`config.mk`:
```
export PLATFORM = sky130hd
export DESIGN_NAME = ysyx_25030093_lsu_axi_master
export DESIGN_NICKNAME = d
export VERILOG_FILES = /design/src/rtl/ysyx_25030093_lsu_pkg.sv /design/src/rtl/ysyx_25030093_lsu_ext.sv /design/src/rtl/ysyx_25030093_lsu_axi_master.sv
export SDC_FILE = /design/constraint.sdc
export NUM_CORES = 1
export LEC_CHECK = 0
export BUFFER_PORTS_ARGS = -buffer_cell sky130_fd_sc_hd__clkbuf_2
export CAP_MARGIN = 25
export CORE_MARGIN = 1.5
export CORE_UTILIZATION = 35
export CTS_CLUSTER_SIZE = 16
export DETAILED_ROUTE_END_ITERATION = 8
export PLACE_DENSITY = 0.61
export SETUP_SLACK_MARGIN = 0.3
export SYNTH_ARGS = -nofsm -noshare
export SYNTH_HDL_FRONTEND = slang
export SYNTH_HIERARCHICAL = 1
export SYNTH_SLANG_ARGS = --single-unit
```
`constraint.sdc`:
```
create_clock -name clk -period 2.82 [get_ports clk]
set_input_delay 0.564 -clock clk [delete_from_list [all_inputs] [get_ports clk]]
set_output_delay 0.564 -clock clk [all_outputs]
set_load 0.05 [all_outputs]
```
`src/rtl/ysyx_25030093_lsu_pkg.sv`:
```
// Shared definitions for the LSU bus initiator and its load extractor.
// Holds the FSM state encoding, access-size encodings and the write-strobe
// encoding helper used on the AW/W channel.
package ysyx_25030093_lsu_pkg;

  localparam int unsigned SZ_W   = 2;
  localparam int unsigned STRB_W = 3;

  typedef enum logic [2:0] {
    ST_IDLE    = 3'd0,
    ST_RD_ADDR = 3'd1,
    ST_RD_DATA = 3'd2,
    ST_WR_REQ  = 3'd3,
    ST_WR_RESP = 3'd4,
    ST_RESP    = 3'd5
  } lsu_state_e;

  localparam logic [SZ_W-1:0] SIZE_B = 2'd0;
  localparam logic [SZ_W-1:0] SIZE_H = 2'd1;
  localparam logic [SZ_W-1:0] SIZE_W = 2'd2;

  // The SRAM responder takes the access size on wstrb, not a byte mask.
  function automatic logic [STRB_W-1:0] wstrb_enc(input logic [SZ_W-1:0] size);
    return {1'b0, size};
  endfunction

  // Half needs addr[0]==0, word needs addr[1:0]==0, size 3 is never legal.
  function automatic logic is_misaligned(input logic [SZ_W-1:0] size,
                                         input logic [1:0]      addr_lo);
    logic mis;
    mis = 1'b0;
    case (size)
      SIZE_B:  mis = 1'b0;
      SIZE_H:  mis = addr_lo[0];
      SIZE_W:  mis = (addr_lo != 2'b00);
      default: mis = 1'b1;
    endcase
    return mis;
  endfunction

endpackage

```
`src/rtl/ysyx_25030093_lsu_ext.sv`:
```
// Combinational load-data extractor: selects the byte/half lane from a
// word-aligned read beat and sign- or zero-extends it to DATA_W bits.
// Ports: rdata (raw bus word), addr_lo (byte offset), size, is_unsigned,
//        result (extended load value).
module ysyx_25030093_lsu_ext
  import ysyx_25030093_lsu_pkg::*;
#(
  parameter int unsigned DATA_W = 32
) (
  input  logic [DATA_W-1:0] rdata,
  input  logic [1:0]        addr_lo,
  input  logic [SZ_W-1:0]   size,
  input  logic              is_unsigned,
  output logic [DATA_W-1:0] result
);

  logic [7:0]  byte_sel;
  logic [15:0] half_sel;

  // Lane selection from the word-aligned beat.
  always_comb begin
    byte_sel = 8'h00;
    case (addr_lo)
      2'd0: byte_sel = rdata[7:0];
      2'd1: byte_sel = rdata[15:8];
      2'd2: byte_sel = rdata[23:16];
      2'd3: byte_sel = rdata[31:24];
      default: byte_sel = 8'h00;
    endcase
    half_sel = addr_lo[1] ? rdata[31:16] : rdata[15:0];
  end

  // Extension by size and signedness; words and illegal sizes pass through.
  always_comb begin
    result = rdata;
    case (size)
      SIZE_B: result = is_unsigned ? {{(DATA_W-8){1'b0}}, byte_sel}
                                   : {{(DATA_W-8){byte_sel[7]}}, byte_sel};
      SIZE_H: result = is_unsigned ? {{(DATA_W-16){1'b0}}, half_sel}
                                   : {{(DATA_W-16){half_sel[15]}}, half_sel};
      default: result = rdata;
    endcase
  end

endmodule

```
`src/rtl/ysyx_25030093_lsu_axi_master.sv`:
```
// LSU bus initiator: takes one load/store request at a time from the memory
// stage, runs it on the AR/R or AW/W/B channel and returns a one-cycle
// response with extended load data or a misalignment flag.
// Ports: req_* (core request, req_ready high only when idle),
//        resp_* (completion pulse, load data, misalign flag),
//        LSU_ar*/LSU_r* (read channel), LSU_aw*/LSU_w*/LSU_b* (write channel).
// All outputs are registered; each output's next value is derived from the
// next state so it lines up with the state it belongs to.
module ysyx_25030093_lsu_axi_master
  import ysyx_25030093_lsu_pkg::*;
#(
  parameter int unsigned ADDR_W = 32,
  parameter int unsigned DATA_W = 32
) (
  input  logic              clk,
  input  logic              rst_n,

  input  logic              req_valid,
  output logic              req_ready,
  input  logic              req_wen,
  input  logic [ADDR_W-1:0] req_addr,
  input  logic [DATA_W-1:0] req_wdata,
  input  logic [SZ_W-1:0]   req_size,
  input  logic              req_unsigned,
  output logic              resp_valid,
  output logic [DATA_W-1:0] resp_rdata,
  output logic              resp_misalign,

  output logic [ADDR_W-1:0] LSU_araddr,
  output logic              LSU_arvalid,
  input  logic              LSU_arready,
  input  logic [DATA_W-1:0] LSU_rdata,
  input  logic              LSU_rvalid,
  output logic              LSU_rready,
  output logic [ADDR_W-1:0] LSU_awaddr,
  output logic              LSU_awvalid,
  input  logic              LSU_awready,
  output logic [DATA_W-1:0] LSU_wdata,
  output logic [STRB_W-1:0] LSU_wstrb,
  output logic              LSU_wvalid,
  input  logic              LSU_wready,
  input  logic              LSU_bvalid,
  output logic              LSU_bready
);

  lsu_state_e        state_q, state_d;
  logic [1:0]        addr_lo_q, addr_lo_d;
  logic [SZ_W-1:0]   size_q, size_d;
  logic              uns_q, uns_d;

  logic              req_ready_d, resp_valid_d, resp_misalign_d;
  logic [DATA_W-1:0] resp_rdata_d;
  logic [ADDR_W-1:0] araddr_d, awaddr_d;
  logic              arvalid_d, rready_d, awvalid_d, wvalid_d, bready_d;
  logic [DATA_W-1:0] wdata_d;
  logic [STRB_W-1:0] wstrb_d;

  logic [DATA_W-1:0] ext_data;
  logic              req_mis;
  logic              aw_done, w_done;

  // Load lane extraction on the live read beat, using the latched request.
  ysyx_25030093_lsu_ext #(.DATA_W(DATA_W)) u_ext (
    .rdata       (LSU_rdata),
    .addr_lo     (addr_lo_q),
    .size        (size_q),
    .is_unsigned (uns_q),
    .result      (ext_data)
  );

  assign req_mis = is_misaligned(req_size, req_addr[1:0]);
  // A write sub-channel is done once its valid has dropped or fires now.
  assign aw_done = !LSU_awvalid || LSU_awready;
  assign w_done  = !LSU_wvalid  || LSU_wready;

  // Next-state and next-output logic.
  always_comb begin
    state_d         = state_q;
    addr_lo_d       = addr_lo_q;
    size_d          = size_q;
    uns_d           = uns_q;
    resp_rdata_d    = resp_rdata;
    resp_misalign_d = resp_misalign;
    araddr_d        = LSU_araddr;
    arvalid_d       = LSU_arvalid;
    rready_d        = LSU_rready;
    awaddr_d        = LSU_awaddr;
    awvalid_d       = LSU_awvalid;
    wdata_d         = LSU_wdata;
    wstrb_d         = LSU_wstrb;
    wvalid_d        = LSU_wvalid;
    bready_d        = LSU_bready;

    case (state_q)
      ST_IDLE: begin
        if (req_valid) begin
          addr_lo_d       = req_addr[1:0];
          size_d          = req_size;
          uns_d           = req_unsigned;
          resp_rdata_d    = '0;
          resp_misalign_d = req_mis;
          if (req_mis) begin
            state_d = ST_RESP;
          end else if (req_wen) begin
            state_d   = ST_WR_REQ;
            awaddr_d  = req_addr;
            wdata_d   = req_wdata;
            wstrb_d   = wstrb_enc(req_size);
            awvalid_d = 1'b1;
            wvalid_d  = 1'b1;
            bready_d  = 1'b1;
          end else begin
            state_d   = ST_RD_ADDR;
            araddr_d  = {req_addr[ADDR_W-1:2], 2'b00};
            arvalid_d = 1'b1;
            // The responder only accepts AR while rready is also high.
            rready_d  = 1'b1;
          end
        end
      end
      ST_RD_ADDR: begin
        if (LSU_arvalid && LSU_arready) begin
          arvalid_d = 1'b0;
          state_d   = ST_RD_DATA;
        end
      end
      ST_RD_DATA: begin
        if (LSU_rvalid) begin
          rready_d     = 1'b0;
          resp_rdata_d = ext_data;
          state_d      = ST_RESP;
        end
      end
      ST_WR_REQ: begin
        if (LSU_awvalid && LSU_awready) awvalid_d = 1'b0;
        if (LSU_wvalid && LSU_wready)   wvalid_d  = 1'b0;
        if (aw_done && w_done)          state_d   = ST_WR_RESP;
      end
      ST_WR_RESP: begin
        if (LSU_bvalid) begin
          bready_d = 1'b0;
          state_d  = ST_RESP;
        end
      end
      ST_RESP: begin
        state_d = ST_IDLE;
      end
      default: begin
        state_d = ST_IDLE;
      end
    endcase

    req_ready_d  = (state_d == ST_IDLE);
    resp_valid_d = (state_d == ST_RESP);
  end

  // State, latched request and registered outputs.
  always_ff @(posedge clk or negedge rst_n) begin
    if (!rst_n) begin
      state_q       <= ST_IDLE;
      addr_lo_q     <= 2'b00;
      size_q        <= SIZE_B;
      uns_q         <= 1'b0;
      req_ready     <= 1'b1;
      resp_valid    <= 1'b0;
      resp_rdata    <= '0;
      resp_misalign <= 1'b0;
      LSU_araddr    <= '0;
      LSU_arvalid   <= 1'b0;
      LSU_rready    <= 1'b0;
      LSU_awaddr    <= '0;
      LSU_awvalid   <= 1'b0;
      LSU_wdata     <= '0;
      LSU_wstrb     <= '0;
      LSU_wvalid    <= 1'b0;
      LSU_bready    <= 1'b0;
    end else begin
      state_q       <= state_d;
      addr_lo_q     <= addr_lo_d;
      size_q        <= size_d;
      uns_q         <= uns_d;
      req_ready     <= req_ready_d;
      resp_valid    <= resp_valid_d;
      resp_rdata    <= resp_rdata_d;
      resp_misalign <= resp_misalign_d;
      LSU_araddr    <= araddr_d;
      LSU_arvalid   <= arvalid_d;
      LSU_rready    <= rready_d;
      LSU_awaddr    <= awaddr_d;
      LSU_awvalid   <= awvalid_d;
      LSU_wdata     <= wdata_d;
      LSU_wstrb     <= wstrb_d;
      LSU_wvalid    <= wvalid_d;
      LSU_bready    <= bready_d;
    end
  end

endmodule

```
==> flow_summary.ini <==
[outcome]
run_status = complete, no violations

[critical_path]
end_kind = flop
worst-endpoint-required_ns = 3.12
critical_path.max_fanout = 69
rrSetupSlack_ns = 0.68
r2r-start = state_q[0]$_DFF_PN0_
start_kind = flop
criticalPathCategory = flop to flop
worst-r2r-cell-count = 6
timing.critical_path.arrival_ns = 2.44
rr_endpoint = LSU_wdata[18]$_DFFE_PN0P_

[timing]
slew_viol_final = 0
setup_viol_count_final = 0
ratio_of_final_minimum_period_to_clock_period_pct = 75.9
rsz_0062_raised_after_global_routing = false
tns_ns = 0
worstMarginPinSlew_ns = 0.719
worst_slew_margin_rel_pct = 52.0
final_hold_viol_count = 0
layout_min_cycle_time_ns = 2.14
clock-skew-final_ns = 0.0115
fmax_mhz = 467

[final_layout]
layout_commonest_cell = sky130_fd_sc_hd__clkbuf_2
area_growth_syn_to_layout_pct = 30.3
insertedDiodeCount = 0
finalNonFillerCells = 1029
design.final.nets = 890
post-route-util_pct = 46.4
fillCellCount = 1753
drive_gt1_share_pct = 52.6
final_cell_mix = sky130_fd_sc_hd__clkbuf_2 (242), sky130_fd_sc_hd__dfrtp_1 (143), sky130_fd_sc_hd__mux2_2 (95)

[pwr]
clkPwrFrac_pct = 19.3
power_frac_seq_pct = 28.5
vdd_drop_max_v = 0.000805
intPower_mw = 6.11
power.leakage_nw = 4.44
power.share.combinational_pct = 52.2
power-per-cell-area_nw_per_um2 = 1410
power.switching_mw = 6.09
switching_share_pct = 49.9

[global_routing]
grt_max_degree = 70
antenna_found_initial = 0
via_count_of_the_first_global_routing_pass = 5107
grt.overflow.total = 0
gr-usage-all-layers_pct = 17.7
wire_length_of_the_first_global_routing_pass_mm = 27.3

[synthesis]
ys_types = 45
count_of_flip_flops_with_a_built_in_enable_after_synthesis = 0
synth_compound_area_share_pct = 8.18
postSynthRegisterBits = 144
asyncSetResetFlopFracSynth_pct = 100
synth_top_flop_cell = sky130_fd_sc_hd__dfrtp_1
post_synth.cell_area_avg_um2 = 12.1
post_synth_mux_area_share_pct = 20.6
seq_area_frac_synth_pct = 54.3
synth-adder-area-share_pct = 0
synth_xor_xnor_area_share_pct = 0
syn-instance-count = 549
synth_warnings = 6
synth_area_um2 = 6640
main_combinational_cell_family_by_area_after_synthesis = multiplexers
synth_simple_gate_area_share_pct = 12.2

[die]
ioPinCount = 247
die_footprint_um2 = 19800
core_area_um2 = 18600
row_count = 50
chipHeight_um = 141
fp.dieW_um = 141
initial_core_util_pct = 35.6

[clock_tree]
postCtsSetupBuffers = 0
clock_sinks = 144
clkSlewWorstSetupHoldPaths_ns = 0.06
clkLatencyLatePin_ns = 0.42
cts_made_buffers = 17
root_buffer = sky130_fd_sc_hd__clkbuf_16
hold_buffers = 0
clock_path_buffers = 2
cts.repair.resized = 0
clock_tree_from_tritoncts = built
cts_max_level = 4

[detailed_routing]
detail_route.wirelength_mm = 17.0
drt_drc_violations_left = 0
viasPerCell = 4.99
detail_route.wl_per_cell_um = 16.5
drt_pre_antenna_iters = 4
antenna_violating_nets_post_route = 0
routed-via-count = 5134
drt_first_iter_violations = 270

[placed_design]
dpl.hpwl_mm = 11.9
globalplace.congestion = 0.794
place.detailed.instances = 997
numPortBuffers = 243

[worst_hold_path]
worstHoldPathType = input pin to asynchronous set/reset pin

[job]
cap_viol_max_count = 0
[cells by family (layout without fill, tap and decap cells)]
family,count (synthesis),after routing
other cells,1,3
compound gates,67,67
flops,144,144
simple gates,172,172
mux,112,112
buf+inv,53,297
[worst max-delay path, stage by stage, from the launching register on]
cell and delay [ns]:
sky130_fd_sc_hd__dfrtp_1 0.54, sky130_fd_sc_hd__nor4b_4 0.32, sky130_fd_sc_hd__buf_4 0.19, sky130_fd_sc_hd__a21boi_2 0.26, sky130_fd_sc_hd__nand2_4 0.08, sky130_fd_sc_hd__buf_12 0.19, sky130_fd_sc_hd__mux2_2 0.34
[layer usage]
metal | share of wire [%] | vias up | global-route usage, %
li1 | - | 2391 | -
met1 | 43 | 2492 | 22.9
met5 | 0 | - | 0
met2 | 47 | 231 | 27.6
met4 | 1.2 | 0 | 4.93
met3 | 9.5 | 20 | 6.79
[state kept, by name (all words and copies together) (netlist names)]
name,cells
LSU_araddr,30
LSU_arvalid,1
LSU_awaddr,32
LSU_awvalid,1
LSU_bready,1
LSU_rready,1
LSU_wdata,32
LSU_wstrb,2
LSU_wvalid,1
addr_lo_q,2
req_ready,1
resp_misalign,1
resp_rdata,32
resp_valid,1
size_q,2
state_q,3
uns_q,1
[area by class of cell]
class	instances	area, µm²	area share, %
timing repair buffer	258	1370	15.9
clock buffer	17	425	4.92
multi-input combinational	354	2740	31.7
clock inverter	15	185	2.14
sequential	144	3600	41.7
tap	234	293	3.39
inverter	7	26.3	0.304
[power groups by stage]
stage	Clock, mW	Combinational (mW)	Sequential (mW)
floorplan	0	2.15	6.28
global placement	0	6.38	3.48
detailed placement	0	6.40	3.50
CTS	2.42	6.41	3.49
global route	2.52	6.72	3.60
finish	2.35	6.37	3.48
[worst max-delay path by stage]
stage / from / cells after the start / slack [ns] / endpoint
6_report: state_q[0]$_DFF_PN0_ / 6 / 0.68 / LSU_wdata[18]$_DFFE_PN0P_
5_1_grt: state_q[0]$_DFF_PN0_ / 6 / 0.53 / LSU_araddr[28]$_DFFE_PN0P_
4_1_cts: state_q[0]$_DFF_PN0_ / 6 / 0.66 / LSU_araddr[28]$_DFFE_PN0P_
3_5_place_dp: req_size[0] / 6 / 0.62 / LSU_araddr[28]$_DFFE_PN0P_
3_3_place_gp: req_size[0] / 6 / 0.65 / LSU_araddr[28]$_DFFE_PN0P_
2_1_floorplan: req_valid / 6 / 0.86 / LSU_wdata[20]$_DFFE_PN0P_
[Yosys cell counts, types with 3 or more instances]
cell type	count	share of area, %
sky130_fd_sc_hd__a211oi_1	7	0.79
sky130_fd_sc_hd__a21oi_1	10	0.75
sky130_fd_sc_hd__a22oi_1	3	0.34
sky130_fd_sc_hd__buf_2	12	0.91
sky130_fd_sc_hd__buf_4	4	0.45
sky130_fd_sc_hd__buf_6	11	1.9
sky130_fd_sc_hd__clkbuf_1	19	1.1
sky130_fd_sc_hd__dfrtp_1	143	54
sky130_fd_sc_hd__inv_1	7	0.40
sky130_fd_sc_hd__mux2_2	95	16
sky130_fd_sc_hd__mux2_4	7	1.6
sky130_fd_sc_hd__mux4_2	7	2.4
sky130_fd_sc_hd__nand2_1	92	5.2
sky130_fd_sc_hd__nand3_1	32	2.4
sky130_fd_sc_hd__nor2_1	9	0.51
sky130_fd_sc_hd__nor2b_1	20	1.9
sky130_fd_sc_hd__nor3_1	3	0.23
sky130_fd_sc_hd__nor3b_1	3	0.34
sky130_fd_sc_hd__o211ai_1	9	1.0
sky130_fd_sc_hd__o211ai_2	10	1.9
sky130_fd_sc_hd__o21ai_0	3	0.23
sky130_fd_sc_hd__o221ai_1	8	1.1
sky130_fd_sc_hd__o22ai_1	7	0.66
sky130_fd_sc_hd__or3_1	3	0.28
[per-stage QoR]
| stage | setup slack [ns] | cell area [µm²] | power (mW) | hold slack [ns] |
|---|---|---|---|---|
| after floorplan | 0.855 | 6640 | 8.44 | 0.268 |
| after global routing | 0.527 | 8650 | 12.8 | 0.157 |
| after CTS | 0.659 | 8650 | 12.3 | 0.157 |
| final | 0.681 | 8650 | 12.2 | 0.129 |
| after detailed placement | 0.624 | 8040 | 9.90 | 0.456 |
| after global placement | 0.653 | 8040 | 9.86 | 0.450 |
No activity file was read; power rests on OpenSTA's default activity.
